[src/rtl/prime_pkg.sv]
// Shared types and helpers for the prime generator datapath.
package prime_pkg;

    localparam int unsigned MAX_WIDTH = 16;
    localparam int unsigned MAX_CW    = MAX_WIDTH + 1;
    localparam int unsigned SQ_W      = 2 * MAX_CW;

    localparam logic PRIME     = 1'b1;
    localparam logic NOT_PRIME = 1'b0;

    typedef enum logic [2:0] {
        IDLE,
        NEXT,
        DIV_GO,
        DIV_WAIT,
        EMIT,
        FIN
    } state_t;

    // True while d*d <= cand, i.e. d is still a useful trial divisor.
    function automatic logic isqrt_ok(input logic [MAX_CW-1:0] d,
                                      input logic [MAX_CW-1:0] cand);
        logic [SQ_W-1:0] sq;
        sq = SQ_W'(d) * SQ_W'(d);
        return sq <= SQ_W'(cand);
    endfunction

endpackage

[src/rtl/prime_mod_unit.sv]
// Iterative restoring shift-subtract remainder unit; one quotient bit per cycle.
module prime_mod_unit #(
    parameter int unsigned WIDTH = 8
) (
    input  logic           clk,
    input  logic           rst_n,
    input  logic           mod_start,
    input  logic [WIDTH:0] dividend,
    input  logic [WIDTH:0] divisor,
    output logic           mod_done,
    output logic [WIDTH:0] remainder
);

    localparam int unsigned N     = WIDTH + 1;
    localparam int unsigned CNT_W = $clog2(N + 1);

    logic [N-1:0]     quo;
    logic [N-1:0]     dsr;
    logic [CNT_W-1:0] cnt;
    logic [N:0]       shifted;
    logic [N:0]       diff;
    logic             ge;
    logic [N-1:0]     rem_step;

    // A zero divisor always "fits", so the dividend bits pass straight through.
    always_comb begin
        shifted  = {remainder, quo[N-1]};
        diff     = shifted - {1'b0, dsr};
        ge       = shifted >= {1'b0, dsr};
        rem_step = ge ? diff[N-1:0] : shifted[N-1:0];
    end

    always_ff @(posedge clk) begin
        if (!rst_n) begin
            remainder <= '0;
            quo       <= '0;
            dsr       <= '0;
            cnt       <= '0;
            mod_done  <= 1'b0;
        end else begin
            mod_done <= 1'b0;
            if (mod_start) begin
                remainder <= '0;
                quo       <= dividend;
                dsr       <= divisor;
                cnt       <= CNT_W'(N);
            end else if (cnt != '0) begin
                remainder <= rem_step;
                quo       <= {quo[N-2:0], 1'b0};
                cnt       <= cnt - CNT_W'(1);
                if (cnt == CNT_W'(1)) begin
                    mod_done <= 1'b1;
                end
            end
        end
    end

endmodule

[src/rtl/prime_generator.sv]
// Streams the primes in [2, limit] in ascending order using trial division.
module prime_generator
    import prime_pkg::*;
#(
    parameter int unsigned WIDTH = 8
) (
    input  logic             clk,
    input  logic             rst_n,
    input  logic             start,
    input  logic [WIDTH-1:0] limit,
    output logic [WIDTH-1:0] out_prime,
    output logic             out_valid,
    input  logic             out_ready,
    output logic [WIDTH:0]   prime_cnt,
    output logic             busy,
    output logic             done
);

    localparam int unsigned CW = WIDTH + 1;

    state_t         state;
    state_t         state_n;
    logic [CW-1:0]  cand;
    logic [CW-1:0]  d;
    logic [CW-1:0]  d_next;
    logic [WIDTH-1:0] lim_q;
    logic [CW-1:0]  remainder;
    logic           mod_done;
    logic           root_ok;
    logic           xfer;

    // Control strobes decoded from the state
    logic           load;
    logic           mod_start;
    logic           d_init;
    logic           d_inc;
    logic           cand_inc;
    logic           emit_set;
    logic           fin;

    assign xfer    = out_valid && out_ready;
    assign d_next  = d + CW'(1);
    assign root_ok = isqrt_ok(MAX_CW'(d_next), MAX_CW'(cand));

    prime_mod_unit #(.WIDTH(WIDTH)) u_mod (
        .clk       (clk),
        .rst_n     (rst_n),
        .mod_start (mod_start),
        .dividend  (cand),
        .divisor   (d),
        .mod_done  (mod_done),
        .remainder (remainder)
    );

    always_ff @(posedge clk) begin
        if (!rst_n) begin
            state <= IDLE;
        end else begin
            state <= state_n;
        end
    end

    always_comb begin
        state_n = state;
        case (state)
            IDLE:     if (start) state_n = (limit < WIDTH'(2)) ? FIN : NEXT;
            NEXT: begin
                if (cand > {1'b0, lim_q})   state_n = FIN;
                else if (cand < CW'(4))     state_n = EMIT;
                else                        state_n = DIV_GO;
            end
            DIV_GO:   state_n = DIV_WAIT;
            DIV_WAIT: begin
                if (mod_done) begin
                    if (remainder == '0)    state_n = NEXT;
                    else if (!root_ok)      state_n = EMIT;
                    else                    state_n = DIV_GO;
                end
            end
            EMIT:     if (xfer) state_n = NEXT;
            FIN:      state_n = IDLE;
            default:  state_n = IDLE;
        endcase
    end

    always_comb begin
        load      = (state == IDLE) && start;
        mod_start = (state == DIV_GO);
        d_init    = (state == NEXT);
        d_inc     = (state == DIV_WAIT) && mod_done && (remainder != '0);
        cand_inc  = ((state == DIV_WAIT) && mod_done && (remainder == '0))
                  || ((state == EMIT) && xfer);
        emit_set  = (state == EMIT) && !out_valid;
        fin       = (state == FIN);
    end

    // Datapath and output registers
    always_ff @(posedge clk) begin
        if (!rst_n) begin
            cand      <= '0;
            d         <= '0;
            lim_q     <= '0;
            out_prime <= '0;
            out_valid <= 1'b0;
            prime_cnt <= '0;
            busy      <= 1'b0;
            done      <= 1'b0;
        end else begin
            done <= fin;
            if (load) begin
                lim_q     <= limit;
                cand      <= CW'(2);
                prime_cnt <= '0;
                busy      <= 1'b1;
            end
            if (d_init)   d    <= CW'(2);
            if (d_inc)    d    <= d_next;
            if (cand_inc) cand <= cand + CW'(1);
            if (emit_set) begin
                out_prime <= cand[WIDTH-1:0];
                out_valid <= 1'b1;
            end
            if (xfer) begin
                out_valid <= 1'b0;
                prime_cnt <= prime_cnt + CW'(1);
            end
            if (fin) busy <= 1'b0;
        end
    end

endmodule

[config.mk]
export PLATFORM = sky130hd
export DESIGN_NAME = prime_generator
export DESIGN_NICKNAME = d
export VERILOG_FILES = /design/src/rtl/prime_pkg.sv /design/src/rtl/prime_mod_unit.sv /design/src/rtl/prime_generator.sv
export SDC_FILE = /design/constraint.sdc
export NUM_CORES = 1
export LEC_CHECK = 0
export CAP_MARGIN = 20
export CORE_UTILIZATION = 62
export DETAILED_ROUTE_END_ITERATION = 12
export PLACE_DENSITY = 0.79
export SETUP_SLACK_MARGIN = 0.05
export SLEW_MARGIN = 20
export SYNTH_ARGS = -nofsm -noshare
export SYNTH_HDL_FRONTEND = slang
export SYNTH_SLANG_ARGS = --single-unit
[constraint.sdc]
create_clock -name clk -period 18.7 [get_ports clk]
set_input_delay 3.74 -clock clk [delete_from_list [all_inputs] [get_ports clk]]
set_output_delay 3.74 -clock clk [all_outputs]
set_load 0.05 [all_outputs]
Word-level counts from Yosys, hierarchy flattened
Index checks and enable logic that the tools add are counted.

Register bits: 81. Logic and storage cells: 80. Bits of input ports: 12.

$mul: 1. Bitwise operators: 2. Multiplexer cells: 21. $lt $le $gt $ge: 5. Reductions and logical operators: 22. Equality and inequality tests: 9. Add/subtract/negate cells: 5.

Operators with widths (number): 2-to-1 mux 9 bit (9); adder 9 x 1 -> 9 bit, second input constant (3); 2-to-1 mux 3 bit (8); <= comparator 18 x 9 -> 1 bit (1); multiplier 9 x 9 -> 18 bit (1); case mux 3 bit (5 select lines) (1); >= comparator 10 x 9 -> 1 bit (1); greater-than comparator 9 x 8 -> 1 bit (1); zero test 9 bit (1); < comparator 9 x 3 -> 1 bit, second input constant (1); nonzero test 9 bit (1); subtractor 9 bit (1); < comparator 8 x 2 -> 1 bit, second input constant (1); 2-to-1 mux 4 bit (2); nonzero test 2 bit (4); logical AND 1 bit (7); == test 3 x 2 -> 1 bit, second input constant (2); == test 3 bit, second input constant (2); OR reduction 2 bit (3); == test 4 x 1 -> 1 bit, second input constant (1); inequality test 2 bit, second input constant (2); nonzero test 4 bit (1); subtractor 4 x 1 -> 4 bit, second input constant (1); == test 3 x 1 -> 1 bit, second input constant (1); other kinds (8) (9).

Depth between registers and ports, before layout
Word-level depth: 7. Gate-level depth with buffers: 26. Mapped depth without buffers: 25.

Modules after synthesis
Synthesis repeated with hierarchy kept, for this count alone.

Cell total of the unflattened synthesis: 861. Area, all modules: 6789.0 um^2.

Modules (own cells, without submodules): prime_generator (area an instance 4927.2 um^2, instances 1, cells each 643, seq. area each 980.9 um^2); prime_mod_unit (area an instance 1861.8 um^2, instances 1, cells each 218, seq. area each 640.6 um^2).

Worst setup path before layout
OpenSTA, ideal clock, no wires.

Path type: reg-to-reg. From: register d[0]. To: register state[2]. Period minus slack after synthesis: 6.644 ns. Data required time: 18.580 ns. Arrival: 6.524 ns. Cell stages (with the launch flop): 27. Buffers on the path: 1. Setup time: 0.120 ns. Slack: 12.056 ns. Cells stage by stage: dfxtp_1 > ha_1 > nand3_1 > nor2_1 > xor2_1 > clkbuf_1 > nor2b_1 > inv_1 > fa_1 > inv_1 > fa_1 > inv_1 > fa_1 > fa_1 > inv_1 > ha_1 > o21a_1 > o31ai_1 > a21boi_0 > ha_1 > a211o_1 > a2111oi_2 > a211oi_1 > or4_1 > nor4_1 > o2111ai_1 > a211o_1.

Cells in the longest elaborated chain, start to end: 7.

Ends and longest elaborated chain: from (decl) (RTL line prime_generator.sv:24) `logic [CW-1:0] d;`; from (signal assigned) (RTL line prime_generator.sv:117) `if (d_inc) d <= d_next;`; adder 9 x 1 -> 9 bit (RTL line prime_generator.sv:42) `assign d_next = d + CW'(1);`; multiplier 9 x 9 -> 18 bit (RTL line prime_pkg.sv:24) `sq = SQ_W'(d) * SQ_W'(d);`; <= comparator 18 x 9 -> 1 bit (RTL line prime_pkg.sv:25) `return sq <= SQ_W'(cand);`; 2-to-1 mux 3 bit (RTL line prime_generator.sv:76) `else if (!root_ok) state_n = EMIT;`; 2-to-1 mux 3 bit (RTL line prime_generator.sv:75) `if (remainder == '0) state_n = NEXT;`; 2-to-1 mux 3 bit (RTL line prime_generator.sv:74) `if (mod_done) begin`; case mux 3 bit (5 select lines) (RTL line prime_generator.sv:65) `case (state)`; to (signal assigned) (RTL line prime_generator.sv:59) `state <= state_n;`; to (decl) (RTL line prime_generator.sv:21) `state_t state;`.

No other way between the ends. The select of a mux whose other input is x is not followed. A chain may end at the register's enable or synchronous reset.

Worst setup path in the final report
Ends and elaborated chain as after synthesis.

==> flow_summary.html <==
<table>
<tr><th>Metric</th><th>Value</th></tr>
<tr><th colspan="2">Outcome</th></tr>
<tr><td>Outcome</td><td>completed</td></tr>
<tr><th colspan="2">Clock tree</th></tr>
<tr><td>Number of sinks handled by clock tree synthesis</td><td>roughly 80</td></tr>
<tr><td>Clock Tree Buf Depth</td><td>2</td></tr>
<tr><td>Register clock-pin slew on the reported worst setup and hold paths</td><td>around 0.090 ns</td></tr>
<tr><td>TritonCTS clock tree</td><td>built</td></tr>
<tr><td>Number of H-tree branching levels</td><td>3</td></tr>
<tr><td>Clock root buffer master</td><td>sky130_fd_sc_hd__clkbuf_8</td></tr>
<tr><td>Hold buffer count at CTS</td><td>0</td></tr>
<tr><td># resized after CTS</td><td>0</td></tr>
<tr><td>Clock latency at the later pin of the worst-skew pair</td><td>approximately 0.36 ns</td></tr>
<tr><td>Buffers inserted by post-CTS timing repair</td><td>0</td></tr>
<tr><td>CTS Buf Count</td><td>9</td></tr>
<tr><th colspan="2">Setup path</th></tr>
<tr><td>Critical setup path kind</td><td>reg -&gt; reg</td></tr>
<tr><td>Critical Path Sink Type</td><td>flip-flop</td></tr>
<tr><td>Crit-path max FO</td><td>11</td></tr>
<tr><td>Register-to-register path setup slack</td><td>between 10 and 15 ns</td></tr>
<tr><td>Worst reg2reg startpoint</td><td>d[0]</td></tr>
<tr><td>CP Capture Point</td><td>state[2]</td></tr>
<tr><td>Data arrival time at the worst-slack endpoint</td><td>7.71 ns</td></tr>
<tr><td>Startpoint kind of the worst setup timing path</td><td>flip-flop</td></tr>
<tr><td>Worst-case reg-to-reg path depth</td><td>25</td></tr>
<tr><td>Critical Path RT</td><td>~19 ns</td></tr>
<tr><td>Worst reg2reg path endpoint</td><td>state[2]</td></tr>
<tr><td>CP startpoint</td><td>d[0]</td></tr>
<tr><th colspan="2">GRT</th></tr>
<tr><td>First-pass GRT wire length</td><td>around 26 mm</td></tr>
<tr><td>Vias in the first global route</td><td>about 5800</td></tr>
<tr><td>Initial antenna violation count</td><td>0</td></tr>
<tr><td>Total track usage</td><td>between 20% and 30%</td></tr>
<tr><td>Maximum number of pins on one net before global-route repair</td><td>between 60 and 70</td></tr>
<tr><td>Remaining global-route overflow</td><td>0</td></tr>
<tr><th colspan="2">Layout</th></tr>
<tr><td>Nets</td><td>around 1000</td></tr>
<tr><td>Top library cells by usage in the layout, fill and taps aside</td><td>120 x sky130_fd_sc_hd__nand2_1, 108 x sky130_fd_sc_hd__inv_1, 89 x sky130_fd_sc_hd__nor2_1</td></tr>
<tr><td>Filler cell count in the final layout</td><td>about 860</td></tr>
<tr><td>Multi-input combinational cell area</td><td>4380 um2</td></tr>
<tr><td>Layout overhead on the synthesized area</td><td>7.97%</td></tr>
<tr><td>FF+latch area</td><td>1620 um2</td></tr>
<tr><td>Layout cells sized above 1</td><td>under 10%</td></tr>
<tr><td>Most common cell after layout, fill and taps aside</td><td>sky130_fd_sc_hd__nand2_1</td></tr>
<tr><td>Post-layout utilization of the core</td><td>just under 70%</td></tr>
<tr><td>Antenna Cells</td><td>0</td></tr>
<tr><th colspan="2">Placement</th></tr>
<tr><td>DP Wirelength</td><td>11.4 mm</td></tr>
<tr><td>Port Buf Inserts</td><td>31</td></tr>
<tr><td>RD Place Congestion</td><td>~0.89</td></tr>
<tr><th colspan="2">STA</th></tr>
<tr><td>Total of endpoints with negative setup slack in the final report</td><td>0</td></tr>
<tr><td>Portion of the clock cycle consumed by the worst path in the final layout</td><td>between 30 and 40%</td></tr>
<tr><td>Highest Clock Rate</td><td>134 MHz</td></tr>
<tr><td>Clock skew after layout</td><td>approximately 0.011 ns</td></tr>
<tr><td>Shortest clock period the worst path allows after layout</td><td>~7.5 ns</td></tr>
<tr><td>Worst slew margin</td><td>34.8%</td></tr>
<tr><td>Fin. max-slew vios</td><td>0</td></tr>
<tr><td>Final Hold Vio Count</td><td>0</td></tr>
<tr><td>Unrepaired setup endpoints after global routing</td><td>false</td></tr>
<tr><td>Setup TNS</td><td>0 ns</td></tr>
<tr><td>Transition time of the tightest slew-check pin</td><td>approximately 0.98 ns</td></tr>
<tr><th colspan="2">Logic synthesis</th></tr>
<tr><td>YS warnings</td><td>0</td></tr>
<tr><td>Post-synth EDFFs</td><td>0</td></tr>
<tr><td>Top post-synthesis cells by area</td><td>sky130_fd_sc_hd__dfxtp_1 25%, sky130_fd_sc_hd__ha_1 12%, sky130_fd_sc_hd__fa_1 11%, sky130_fd_sc_hd__nand2_1 6.9%, sky130_fd_sc_hd__inv_1 6.2%</td></tr>
<tr><td>Proportion of synthesized chip area in sequential cells</td><td>24.7%</td></tr>
<tr><td>Netlist cell types</td><td>between 70 and 80</td></tr>
<tr><td>Asr flop ratio synth</td><td>0%</td></tr>
<tr><td>Syn Area/Cell</td><td>approximately 7.6 um2</td></tr>
<tr><td>Proportion of netlist area held by the largest area contributor</td><td>between 20% and 30%</td></tr>
<tr><td>Flop and latch count out of synthesis</td><td>81</td></tr>
<tr><td>Prevailing post-synth register cell</td><td>sky130_fd_sc_hd__dfxtp_1</td></tr>
<tr><td>Area of the mapped netlist</td><td>approximately 6600 um2</td></tr>
<tr><td>Nets in the synthesized netlist</td><td>around 970</td></tr>
<tr><td>Cell taking the most area after synthesis</td><td>sky130_fd_sc_hd__dfxtp_1</td></tr>
<tr><td>Number of cells produced by synthesis</td><td>around 860</td></tr>
<tr><th colspan="2">Routing</th></tr>
<tr><td>Routed wire length</td><td>roughly 15 mm</td></tr>
<tr><td>Via count</td><td>roughly 5900</td></tr>
<tr><td>DRC violation count after routing</td><td>0</td></tr>
<tr><td>Routed WL per cell</td><td>~15 um</td></tr>
<tr><td>Remaining antenna violation count after routing</td><td>0</td></tr>
<tr><td>Vias per cell</td><td>between 5 and 6</td></tr>
<tr><td>First-pass iteration count of the detailed router</td><td>5</td></tr>
<tr><td>Initial DRC Count</td><td>between 400 and 500</td></tr>
<tr><th colspan="2">Run</th></tr>
<tr><td>Max-Cap Viols</td><td>0</td></tr>
<tr><th colspan="2">Power and ir drop</th></tr>
<tr><td>Lkg Pwr</td><td>around 3 nW</td></tr>
<tr><td>Worst supply voltage drop on vdd</td><td>0.0694 mV</td></tr>
<tr><td>Cell Pwr Density</td><td>a little under 70 nW/um2</td></tr>
<tr><th colspan="2">Floorplanning</th></tr>
<tr><td>Chip width</td><td>~100 um</td></tr>
<tr><td>Initial cell density of the core</td><td>a little under two thirds</td></tr>
<tr><td>Core ar.</td><td>just over 10000 um2</td></tr>
<tr><td>Std-Cell Rows</td><td>37</td></tr>
<tr><td>DIE AREA</td><td>11000 um2</td></tr>
<tr><td>Boundary pin count</td><td>32</td></tr>
<tr><td>Chip height</td><td>105 um</td></tr>
<tr><th colspan="2">Min path</th></tr>
<tr><td>Classification of the worst-slack hold path</td><td>reg -&gt; reg</td></tr>
</table>
==> critical path, cell delays in order (launching register included) <==
cell                        delay, ns
sky130_fd_sc_hd__dfxtp_1         0.54
sky130_fd_sc_hd__ha_1            0.25
sky130_fd_sc_hd__nand3_1         0.25
sky130_fd_sc_hd__nor2_1          0.21
sky130_fd_sc_hd__xor2_1          0.64
sky130_fd_sc_hd__nor2b_1         0.29
sky130_fd_sc_hd__inv_1           0.08
sky130_fd_sc_hd__fa_1            0.50
sky130_fd_sc_hd__inv_1           0.05
sky130_fd_sc_hd__fa_1            0.49
sky130_fd_sc_hd__inv_1           0.05
sky130_fd_sc_hd__fa_1            0.46
sky130_fd_sc_hd__fa_1            0.55
sky130_fd_sc_hd__inv_1           0.06
sky130_fd_sc_hd__ha_1            0.34
sky130_fd_sc_hd__o21a_1          0.12
sky130_fd_sc_hd__o31ai_1         0.09
sky130_fd_sc_hd__a21boi_0        0.15
sky130_fd_sc_hd__ha_1            0.22
sky130_fd_sc_hd__a211o_1         0.29
sky130_fd_sc_hd__a2111oi_2       0.34
sky130_fd_sc_hd__a211oi_1        0.09
sky130_fd_sc_hd__or4_1           0.51
sky130_fd_sc_hd__nor4_1          0.28
sky130_fd_sc_hd__o2111ai_1       0.17
sky130_fd_sc_hd__a211o_1         0.31
==> sequential cells by signal (all words and copies together), names as in the netlist <==
name             count
cand                 9
d                    9
prime_cnt            9
u_mod.dsr            9
u_mod.quo            9
u_mod.remainder      9
lim_q                8
out_prime            8
u_mod.cnt            4
state                3
busy                 1
done                 1
out_valid            1
u_mod.mod_done       1
==> kinds of logic after synthesis <==
| logic type | count (synthesis) | share of synthesized area (%) |
|---|---|---|
| buffers and inverters | 145 | 8.54 |
| multiplexers | 4 | 0.629 |
| AO/OA/AOI/OAI | 180 | 17.2 |
| XOR/XNOR | 23 | 3.07 |
| adder cells (fa/ha/maj) | 98 | 22.8 |
| AND/OR/NAND/NOR | 328 | 23.0 |
| flip-flops | 81 | 24.7 |
==> synth_stat cells, drive strengths merged (6+ instances only) <==
master  count
nand2     121
inv       110
nor2       89
dfxtp      81
a21oi      75
ha         62
fa         36
clkbuf     29
nand3      25
o21ai      25
nor3       20
xnor2      13
a211oi     12
nand2b     12
a31oi      10
nor2b      10
xor2       10
nand4       9
a311oi      8
and2        8
o21a        8
nor4        7
a21o        6
or3         6
==> worst min path at each step <==
stage | slack, ns | cells after the start | startpoint | endpoint
after floorplan | 0.44 | 2 | lim_q[1] | lim_q[1]
after global placement | 0.44 | 2 | u_mod.dsr[7] | u_mod.dsr[7]
after detailed placement | 0.45 | 2 | u_mod.dsr[7] | u_mod.dsr[7]
after CTS | 0.46 | 2 | u_mod.dsr[7] | u_mod.dsr[7]
after global routing | 0.48 | 2 | lim_q[5] | lim_q[5]
final | 0.46 | 2 | u_mod.dsr[7] | u_mod.dsr[7]
==> power by group <==
part           total (W)  switching (W)  internal [W]
logic           0.000171       0.000105     0.0000660
clock network   0.000116      0.0000679     0.0000485
registers       0.000198      0.0000130      0.000185
total           0.000485       0.000186      0.000299
==> layout make-up <==
cell class                      count  share of cell area (%)
Tap cell                          136                    2.40
Clock inverter                      6                   0.600
Multi-Input combinational cell    633                    61.8
Clock buffer                       10                    1.80
Inverter                          111                    5.90
Timing Repair Buffer               33                    4.59
Sequential cell                    81                    22.9
==> layer usage <==
layer	track usage (%)	vias up	part of all wire, %
li1	-	2913	-
met1	38.1	2785	45
met2	47.8	187	47
met3	4.93	42	5.1
met4	10.6	0	3.0
met5	0	-	0
==> through the flow <==
| step | std cells | setup slack [ns] | instance area [um2] | total power, W | hold slack, ns |
|---|---|---|---|---|---|
| 2_1_floorplan | 859 | 12.06 | 6560 | 0.000330 | 0.436 |
| 3_3_place_gp | 994 | 11.58 | 6910 | 0.000363 | 0.443 |
| 3_5_place_dp | 994 | 11.33 | 6910 | 0.000370 | 0.447 |
| 4_1_cts | 1010 | 11.30 | 7080 | 0.000485 | 0.460 |
| 5_1_grt | 1010 | 10.78 | 7090 | 0.000515 | 0.484 |
| 6_report | 1010 | 11.24 | 7090 | 0.000485 | 0.459 |
Power figures use the tool's default switching activity.
